===== config.mk =====
export PLATFORM = sky130hd
export DESIGN_NAME = seg7_scan
export DESIGN_NICKNAME = d
export VERILOG_FILES = /design/src/rtl/seg7_pkg.sv /design/src/rtl/hex7seg.sv /design/src/rtl/seg7_scan.sv
export SDC_FILE = /design/constraint.sdc
export NUM_CORES = 1
export LEC_CHECK = 0
export CORE_MARGIN = 1.5
export CORE_UTILIZATION = 45
export DETAILED_ROUTE_END_ITERATION = 7
export PLACE_DENSITY = 0.66
export SLEW_MARGIN = 20
export SYNTH_ARGS = -nofsm -noshare
export SYNTH_HDL_FRONTEND = slang
export SYNTH_SLANG_ARGS = --single-unit

===== constraint.sdc =====
create_clock -name clk -period 5.9 [get_ports clk]
set_clock_uncertainty 0.05 [all_clocks]
set_input_delay 0.59 -clock clk [delete_from_list [all_inputs] [get_ports clk]]
set_output_delay 0.59 -clock clk [all_outputs]
set_load 0.01 [all_outputs]

===== src/rtl/seg7_pkg.sv =====
`default_nettype none
// ============================================================================
// Module   : seg7_pkg
// Purpose  : Shared types and constants for the seg7_scan display driver.
//            - seg7_state_t : scan state (GAP = all-off, DRIVE = digit lit)
//            - c_SEG_TABLE  : hex nibble -> active-low {g,f,e,d,c,b,a}
//            - seg7_div()   : clocks per digit slot (CLK_HZ / SCAN_HZ)
// Revision : 1.0  initial release
// ============================================================================
package seg7_pkg;

    typedef enum logic [0:0] {
        GAP   = 1'b0,
        DRIVE = 1'b1
    } seg7_state_t;

    // Packed so index 0 is the rightmost entry of the concatenation.
    localparam logic [15:0][6:0] c_SEG_TABLE = {
        7'b0001110,  // F
        7'b0000110,  // E
        7'b0100001,  // d
        7'b1000110,  // C
        7'b0000011,  // b
        7'b0001000,  // A
        7'b0010000,  // 9
        7'b0000000,  // 8
        7'b1111000,  // 7
        7'b0000010,  // 6
        7'b0010010,  // 5
        7'b0011001,  // 4
        7'b0110000,  // 3
        7'b0100100,  // 2
        7'b1111001,  // 1
        7'b1000000   // 0
    };

    function automatic int seg7_div(input int clk_hz, input int scan_hz);
        return clk_hz / scan_hz;
    endfunction

endpackage : seg7_pkg
`default_nettype wire


===== src/rtl/hex7seg.sv =====
`default_nettype none
// ============================================================================
// Module   : hex7seg
// Purpose  : Combinational hex nibble to seven-segment decoder, active-low.
// Ports    : nibble [3:0] in  - hex digit
//            seg    [6:0] out - {g,f,e,d,c,b,a}, 0 = segment lit
// Revision : 1.0  initial release
// ============================================================================
module hex7seg
    import seg7_pkg::*;
(
    input  logic [3:0] nibble,
    output logic [6:0] seg
);

    assign seg = c_SEG_TABLE[nibble];

endmodule : hex7seg
`default_nettype wire


===== src/rtl/seg7_scan.sv =====
`default_nettype none
// ============================================================================
// Module   : seg7_scan
// Purpose  : Multiplexed 4-digit common-anode seven-segment driver. A load
//            strobe captures value/dp into a shadow register; digits are then
//            scanned 0,1,2,3 with an all-off gap at the start of every slot.
// Ports    : clk           in  - clock
//            rst           in  - asynchronous active-high reset
//            value [15:0]  in  - four hex digits, digit 0 in [3:0]
//            dp    [3:0]   in  - decimal point per digit, 1 = lit
//            load          in  - capture value/dp into the shadow register
//            blank_lz      in  - live leading-zero blanking enable
//            an    [3:0]   out - anode enables, active-low
//            seg   [6:0]   out - segments {g,f,e,d,c,b,a}, active-low
//            dp_n          out - decimal point, active-low
// Revision : 1.0  initial release
// ============================================================================
module seg7_scan
    import seg7_pkg::*;
#(
    parameter int CLK_HZ  = 50_000_000,
    parameter int SCAN_HZ = 1000,
    parameter int GAP_CYC = 500
) (
    input  logic        clk,
    input  logic        rst,
    input  logic [15:0] value,
    input  logic [3:0]  dp,
    input  logic        load,
    input  logic        blank_lz,
    output logic [3:0]  an,
    output logic [6:0]  seg,
    output logic        dp_n
);

    localparam int c_DIV       = seg7_div(CLK_HZ, SCAN_HZ);
    localparam int c_DRIVE_CYC = c_DIV - GAP_CYC;
    // Enough bits to count to DIV-1, which bounds both state lengths.
    localparam int c_CNT_W     = (c_DIV > 2) ? $clog2(c_DIV) : 1;

    localparam logic [c_CNT_W-1:0] c_GAP_LAST   = c_CNT_W'(GAP_CYC - 1);
    localparam logic [c_CNT_W-1:0] c_DRIVE_LAST = c_CNT_W'(c_DRIVE_CYC - 1);
    localparam logic [c_CNT_W-1:0] c_CNT_ONE    = c_CNT_W'(1);

    seg7_state_t        r_state;
    logic [c_CNT_W-1:0] r_cnt;
    logic [1:0]         r_idx;
    logic [15:0]        r_shadow_val;
    logic [3:0]         r_shadow_dp;
    logic [3:0]         r_an;
    logic [6:0]         r_seg;
    logic               r_dp_n;

    logic [3:0]         w_nib_zero;
    logic [3:0]         w_upper_zero;
    logic [3:0]         w_nibble;
    logic [6:0]         w_dec_seg;
    logic               w_blank;
    logic [3:0]         w_drive_an;

    // ------------------------------------------------------------------
    // Shadow register: the scan always reads a coherent captured word.
    // ------------------------------------------------------------------
    always_ff @(posedge clk or posedge rst) begin
        if (rst) begin
            r_shadow_val <= 16'h0000;
            r_shadow_dp  <= 4'h0;
        end else if (load) begin
            r_shadow_val <= value;
            r_shadow_dp  <= dp;
        end
    end

    // ------------------------------------------------------------------
    // Leading-zero detection: w_upper_zero[k] means nibbles k..3 are zero.
    // ------------------------------------------------------------------
    for (genvar k = 0; k < 4; k++) begin : g_lz
        assign w_nib_zero[k]   = (r_shadow_val[4*k +: 4] == 4'h0);
        assign w_upper_zero[k] = &w_nib_zero[3:k];
    end

    // Digit 0 always shows, so a value of zero still reads "0".
    assign w_blank    = blank_lz && (r_idx != 2'd0) && w_upper_zero[r_idx];
    assign w_nibble   = r_shadow_val[{r_idx, 2'b00} +: 4];
    assign w_drive_an = ~(4'b0001 << r_idx);

    hex7seg u_hex7seg (
        .nibble (w_nibble),
        .seg    (w_dec_seg)
    );

    // ------------------------------------------------------------------
    // Slot divider / scan FSM with registered pin drivers. Outputs are
    // derived from the state before the edge, so they lag it by one clock.
    // ------------------------------------------------------------------
    always_ff @(posedge clk or posedge rst) begin
        if (rst) begin
            r_state <= GAP;
            r_cnt   <= '0;
            r_idx   <= 2'd0;
            r_an    <= 4'hF;
            r_seg   <= 7'h7F;
            r_dp_n  <= 1'b1;
        end else begin
            case (r_state)
                GAP: begin
                    r_an   <= 4'hF;
                    r_seg  <= 7'h7F;
                    r_dp_n <= 1'b1;
                    if (r_cnt == c_GAP_LAST) begin
                        r_state <= DRIVE;
                        r_cnt   <= '0;
                    end else begin
                        r_cnt <= r_cnt + c_CNT_ONE;
                    end
                end
                DRIVE: begin
                    r_an   <= w_drive_an;
                    r_seg  <= w_blank ? 7'h7F : w_dec_seg;
                    r_dp_n <= ~r_shadow_dp[r_idx];
                    if (r_cnt == c_DRIVE_LAST) begin
                        r_state <= GAP;
                        r_cnt   <= '0;
                        r_idx   <= r_idx + 2'd1;
                    end else begin
                        r_cnt <= r_cnt + c_CNT_ONE;
                    end
                end
                default: begin
                    r_state <= GAP;
                    r_cnt   <= '0;
                    r_an    <= 4'hF;
                    r_seg   <= 7'h7F;
                    r_dp_n  <= 1'b1;
                end
            endcase
        end
    end

    assign an   = r_an;
    assign seg  = r_seg;
    assign dp_n = r_dp_n;

endmodule : seg7_scan
`default_nettype wire


==> metrics.txt, run 1 <==
outcome finished, final reports clean; Final Slew Violations 0; setup bufs post-CTS 0; Residual DRC 0; power per cell area 215 nW/µm²; CTS buffer count 5; CTS Buffer Depth 2; largest net degree at the start of global routing 52; total wire length 4590 µm; H-tree Lvls 2; DR vias 1729; post-cts hold buffer count 0; final setup margin 3.32 ns; DIE HEIGHT 79.0 µm; Final nets 286; CP Class register to register; RSZ-0062 raised after global routing false; Tcrit/Tclk final 43.6%; root cell of the clock tree clkbuf_8; Tightest Hold Check Type register to register; Area Growth Syn to Fin 18.2%; Mean Syn Cell Area 11.9 µm²; CP endpoint kind register; Synth async-reset ratio 100%; drt first pass iters 4; post-synth net total 254; cell row count 27; worst-path maximum fanout 14; met1 usage 25.7%; initial core utilization 46.9%; grt met2 use 23.1%; Most Used Layer, Global Route met1; ranking of synthesized cells by area dfrtp_1 (38%), dfstp_2 (12%), mux2_2 (10%); count of final hold-check violations 0; Netlist Area Pre-Place 2600 µm²; number of global-route vias before repair 1612; DRT iter0 DRCs 83; Max Cap Viol 0; first-pass GRT wire length 8140 µm; post-DP HPWL 3190 µm; Setup WS pre-CTS 3.32 ns; synth unique cells 42; antenna viol nets, final 0; most used flip-flop cell after synthesis dfrtp_1; min Tclk post-route 2.58 ns; # clock sinks 51; share of cells above drive strength 1 19.0%; CTS tree yes; worst skew pair latency 0.30 ns; most frequent cell after synthesis dfrtp_1; cells resized by post-CTS repair 0; CORE AREA 5540 µm²; #FFs+latches synth 51; initial antenna violation count 0; YS warnings 0; Seq/Total Area, Yosys 49.7%; EDFF count, synth 0; Achievable Freq 388 MHz; peak supply drop 0.119 mV; chip width 79.0 µm; drt via density 5.34; die area 6240 µm²; GRT overflow 0; worst path arrival time 2.74 ns; P_leak 1.25 nW; clock-pin slew on the worst setup and hold paths 0.09 ns; Ant. Diodes 0; Top-Level Pins 36; startpoint types register; setup TNS 0 ns; Setup Viol. Count Final 0; met3 Use GR 3.91%; leading area contributor after synthesis dfrtp_1; Critical Path RT 6.07 ns; port bufs 35; Synth Instances 219; commonest cells in the netlist dfrtp_1 (39), mux2_2 (23), nand2_1 (19); slew margin rel. 41.9%; Worst-Margin Slew 0.869 ns; Yosys top cell area share 37.6%; DR WL/cell 14.2 µm; Total GRT Usage 16.7%; RePlAce Congestion 0.842
==> per-stage QoR <==
step           instance area (µm²)  util (%)  total power [mW]  instances  hold slack (ns)
6_report                      3070      55.4             0.659        324            0.441
5_1_grt                       3070      55.4             0.692        324            0.484
4_1_cts                       3070      55.4             0.668        324            0.441
3_5_place_dp                  2980      53.8             0.465        316            0.427
3_3_place_gp                  2980      53.8             0.463        316            0.419
2_1_floorplan                 2600         -             0.436        219            0.398
==> report_power, final <==
group | internal (mW) | switching [mW]
combinational | 0.0457 | 0.0351
sequential | 0.363 | 0.0144
clock | 0.0837 | 0.117
==> metal layers <==
layer	vias up	share of wire, %
met1	829	52
met3	6	4.7
li1	848	-
met5	-	0
met4	0	1.2
met2	46	42
==> critical path: stages (launching register included) <==
cell and delay (ns):
dfrtp_1 0.72, mux4_1 0.74, inv_1 0.18, ha_1 0.29
mux2_2 0.19, o32ai_1 0.07, o31ai_1 0.23
==> state kept, by name (all words and copies together), names as in the netlist <==
signal and flops:
r_idx 2, r_cnt 16, r_state 1, r_shadow_dp 4, seg 7, r_shadow_val 16, an 4, dp_n 1
==> cells by family (layout without fill, tap and decap cells) <==
family / after synthesis / count (layout) / share of synthesized area, %
compound gates: 18 / 18 / 4.96
simple gates: 72 / 72 / 14.7
xor+xnor: 16 / 16 / 5.40
buf+inv: 18 / 51 / 3.37
mux: 33 / 33 / 16.5
flops: 51 / 51 / 49.7
fa+ha+maj: 11 / 11 / 5.30
==> final cells by class <==
| cell class | count | area, µm² |
|---|---|---|
| Fill cell | 508 | 2470 |
| Clock inverter | 3 | 18.8 |
| Sequential cell | 51 | 1290 |
| Multi-Input combinational cell | 150 | 1220 |
| Tap cell | 72 | 90.1 |
| Timing Repair Buffer | 35 | 350 |
| Inverter | 8 | 31.3 |
| Clock buffer | 5 | 68.8 |
==> cell usage in the layout, fill, tap and decap left out, drive strengths merged, types with 2 or more instances in the layout <==
| cell type | instances |
|---|---|
| o31ai | 2 |
| nand4 | 7 |
| mux4 | 5 |
| nor3 | 2 |
| and2 | 2 |
| clkinv | 3 |
| a21oi | 3 |
| inv | 8 |
| nor2 | 15 |
| o211ai | 3 |
| xnor2 | 8 |
| clkdlybuf4s50 | 35 |
| o21bai | 2 |
| and4 | 3 |
| dfstp | 12 |
| nand3 | 5 |
| o21ai | 2 |
| ha | 11 |
| xor2 | 8 |
| clkbuf | 5 |
| dfrtp | 39 |
| mux2 | 23 |
| nor4 | 5 |
| nor3b | 2 |
| nand2 | 19 |
| mux2i | 5 |
| and3 | 5 |
==> path summary, 6_finish.rpt <==
path                          start              end  slack, ns  cells after the start
setup / recovery           r_idx[0]           seg[0]       3.32                      6
hold / removal             r_cnt[0]         r_cnt[0]       0.44                      1
setup reg to reg           r_idx[0]           seg[0]       3.32                      6
hold reg to reg            r_cnt[0]         r_cnt[0]       0.44                      1
max in group asynchronous       rst  r_shadow_val[7]       4.59                      2
min in group asynchronous       rst        r_cnt[15]       0.71                      2
Note: power is estimated with default switching activity, not from simulation.
==> run 2, diff against run 1 <==
- clock period: 5.9 -> 2.4 ns (I/O delays scaled with it)
==> metrics.txt, run 2 (synthesized netlist as in run 1, its figures left out) <==
post-cts hold buffer count 0 (unchanged); Ant. Diodes 0 (unchanged); startpoint types register (unchanged); Worst setup startpoint r_idx[0] (unchanged); worst-path maximum fanout 8 (was 14); total wire length 4730 µm (was 4590 µm); CTS Buffer Depth 2 (unchanged); outcome finished, final reports clean (unchanged); port bufs 35 (unchanged); # fillers 493 (was 508); Post-DP Area 3030 µm² (was 2980 µm²); DRT iter0 DRCs 62 (was 83); DR vias 1775 (was 1729); drt first pass iters 4 (unchanged); first-pass GRT wire length 8240 µm (was 8140 µm); Worst-Margin Slew 0.388 ns (was 0.869 ns); drt via density 5.36 (was 5.34); CTS tree yes (unchanged); # clock sinks 51 (unchanged); H-tree Lvls 2 (unchanged); cell row count 27 (unchanged); DIE HEIGHT 79.0 µm (unchanged); RePlAce Congestion 0.874 (was 0.842); Critical R2R Capture seg[0] (unchanged); power per cell area 576 nW/µm² (was 215 nW/µm²); most frequent cells in the layout dfrtp_1 (38), clkdlybuf4s50_1 (35), mux2_2 (23) (was dfrtp_1 (39), clkdlybuf4s50_1 (35), mux2_2 (23)); CP Class register to register (unchanged); Tcrit/Tclk final 94.1% (was 43.6%); clock-pin slew on the worst setup and hold paths 0.09 ns (about the same); switching power 401 µW (was 166 µW); chip width 79.0 µm (unchanged); CP endpoint kind register (unchanged); Max Cap Viol 0 (unchanged); RSZ-0062 raised after global routing false (unchanged); FF-to-FF Start r_idx[0] (unchanged); GRT overflow 0 (unchanged); peak supply drop 0.347 mV (was 0.119 mV); Final nets 293 (was 286); Tot Pwr 1.83 mW (was 659 µW); Achievable Freq 443 MHz (was 388 MHz); cells resized by post-CTS repair 0 (unchanged); CTS buffer count 5 (unchanged); Final Slew Violations 0 (unchanged); min Tclk post-route 2.26 ns (was 2.58 ns); Total GRT Usage 16.8% (was 16.7%); Pint 1.42 mW (was 493 µW); slew margin rel. 74.1% (was 41.9%); Critical Path RT 2.56 ns (was 6.07 ns); post-DP HPWL 3460 µm (was 3190 µm); count of final hold-check violations 0 (unchanged); Clock Power Share 38.1% (was 30.4%); Setup Viol. Count Final 0 (unchanged); CORE AREA 5540 µm² (unchanged); Worst R2R Path Depth 6 (unchanged); P_leak 1.31 nW (was 1.25 nW); Residual DRC 0 (unchanged); Hold WS 0.169 ns (was 0.441 ns); most common cell after layout, fill and taps aside dfrtp_1 (unchanged); cell area after layout 3170 µm² (was 3070 µm²); root cell of the clock tree clkbuf_8 (unchanged); Top-Level Pins 36 (unchanged); Worst R2R Setup Slack 0.14 ns (was 3.32 ns); initial antenna violation count 0 (unchanged); Tightest Hold Check Type input pin to async pin (was register to register); DR WL/cell 14.3 µm (was 14.2 µm); share of cells above drive strength 1 21.2% (was 19.0%); register share of total power 51.0% (was 57.3%); worst path arrival time 2.42 ns (was 2.74 ns); switching part of the total power 21.9% (was 25.2%); setup TNS 0 ns (unchanged); Area Growth Syn to Fin 21.9% (was 18.2%); initial core utilization 46.9% (unchanged); setup bufs post-CTS 0 (unchanged); antenna viol nets, final 0 (unchanged); die area 6240 µm² (unchanged); number of global-route vias before repair 1707 (was 1612); Gate power share 10.9% (was 12.3%); largest net degree at the start of global routing 21 (was 52); worst skew pair latency 0.30 ns (about the same)
[run 2: cell count changes in the layout (fill, tap and decap cells not counted), sizes merged]
cell,change
clkinv,-3
bufinv,+2
buf,+7
clkbuf,+1
[run 2: stage by stage]
stage	std cells	worst slack [ns]	utilization [%]
after floorplan	219	0.234	-
after global placement	323	0.206	54.7
after detailed placement	323	0.110	54.7
after CTS	331	0.0529	57.1
after global routing	331	0.0157	57.2
final	331	0.142	57.2
[run 2: per-layer routing]
layer  part of all wire [%]  up-vias  GRT usage (%)
li1                       -      856              -
met1                     52      873           25.5
met2                     43       42           24.1
met3                    4.3        4           3.22
met4                   0.87        0           5.26
met5                      0        -              0
[run 2: worst max-delay path: stages, from the launching register on]
cell     delay [ns]
dfrtp_2        0.48
mux4_1         0.68
inv_1          0.18
ha_1           0.31
mux2_2         0.20
o32ai_1        0.07
o31ai_1        0.20
[run 2: layout make-up]
| type | count | area (µm²) | share of cell area (%) |
|---|---|---|---|
| inverter | 8 | 30.0 | 0.948 |
| multi-input combinational | 150 | 1220 | 38.5 |
| clock buffer | 6 | 72.6 | 2.29 |
| timing repair buffer | 42 | 403 | 12.7 |
| clock inverter | 2 | 60.1 | 1.90 |
| tap | 72 | 90.1 | 2.84 |
| sequential | 51 | 1290 | 40.8 |
[run 2: worst max-delay path by stage]
stage          endpoint  slack, ns  cells after the start
2_1_floorplan    seg[0]       0.23                      7
3_3_place_gp     seg[0]       0.21                      6
3_5_place_dp     seg[0]       0.11                      6
4_1_cts          seg[0]       0.05                      6
5_1_grt          seg[0]       0.02                      6
6_report         seg[0]       0.14                      6
[run 2: power groups by stage]
| stage | Sequential [mW] | Combinational (mW) | Clock [mW] |
|---|---|---|---|
| 3_5_place_dp | 0.947 | 0.201 | 0 |
| 2_1_floorplan | 0.931 | 0.141 | 0 |
| 5_1_grt | 0.937 | 0.223 | 0.742 |
| 4_1_cts | 0.930 | 0.202 | 0.717 |
| 3_3_place_gp | 0.945 | 0.198 | 0 |
| 6_report | 0.931 | 0.199 | 0.695 |
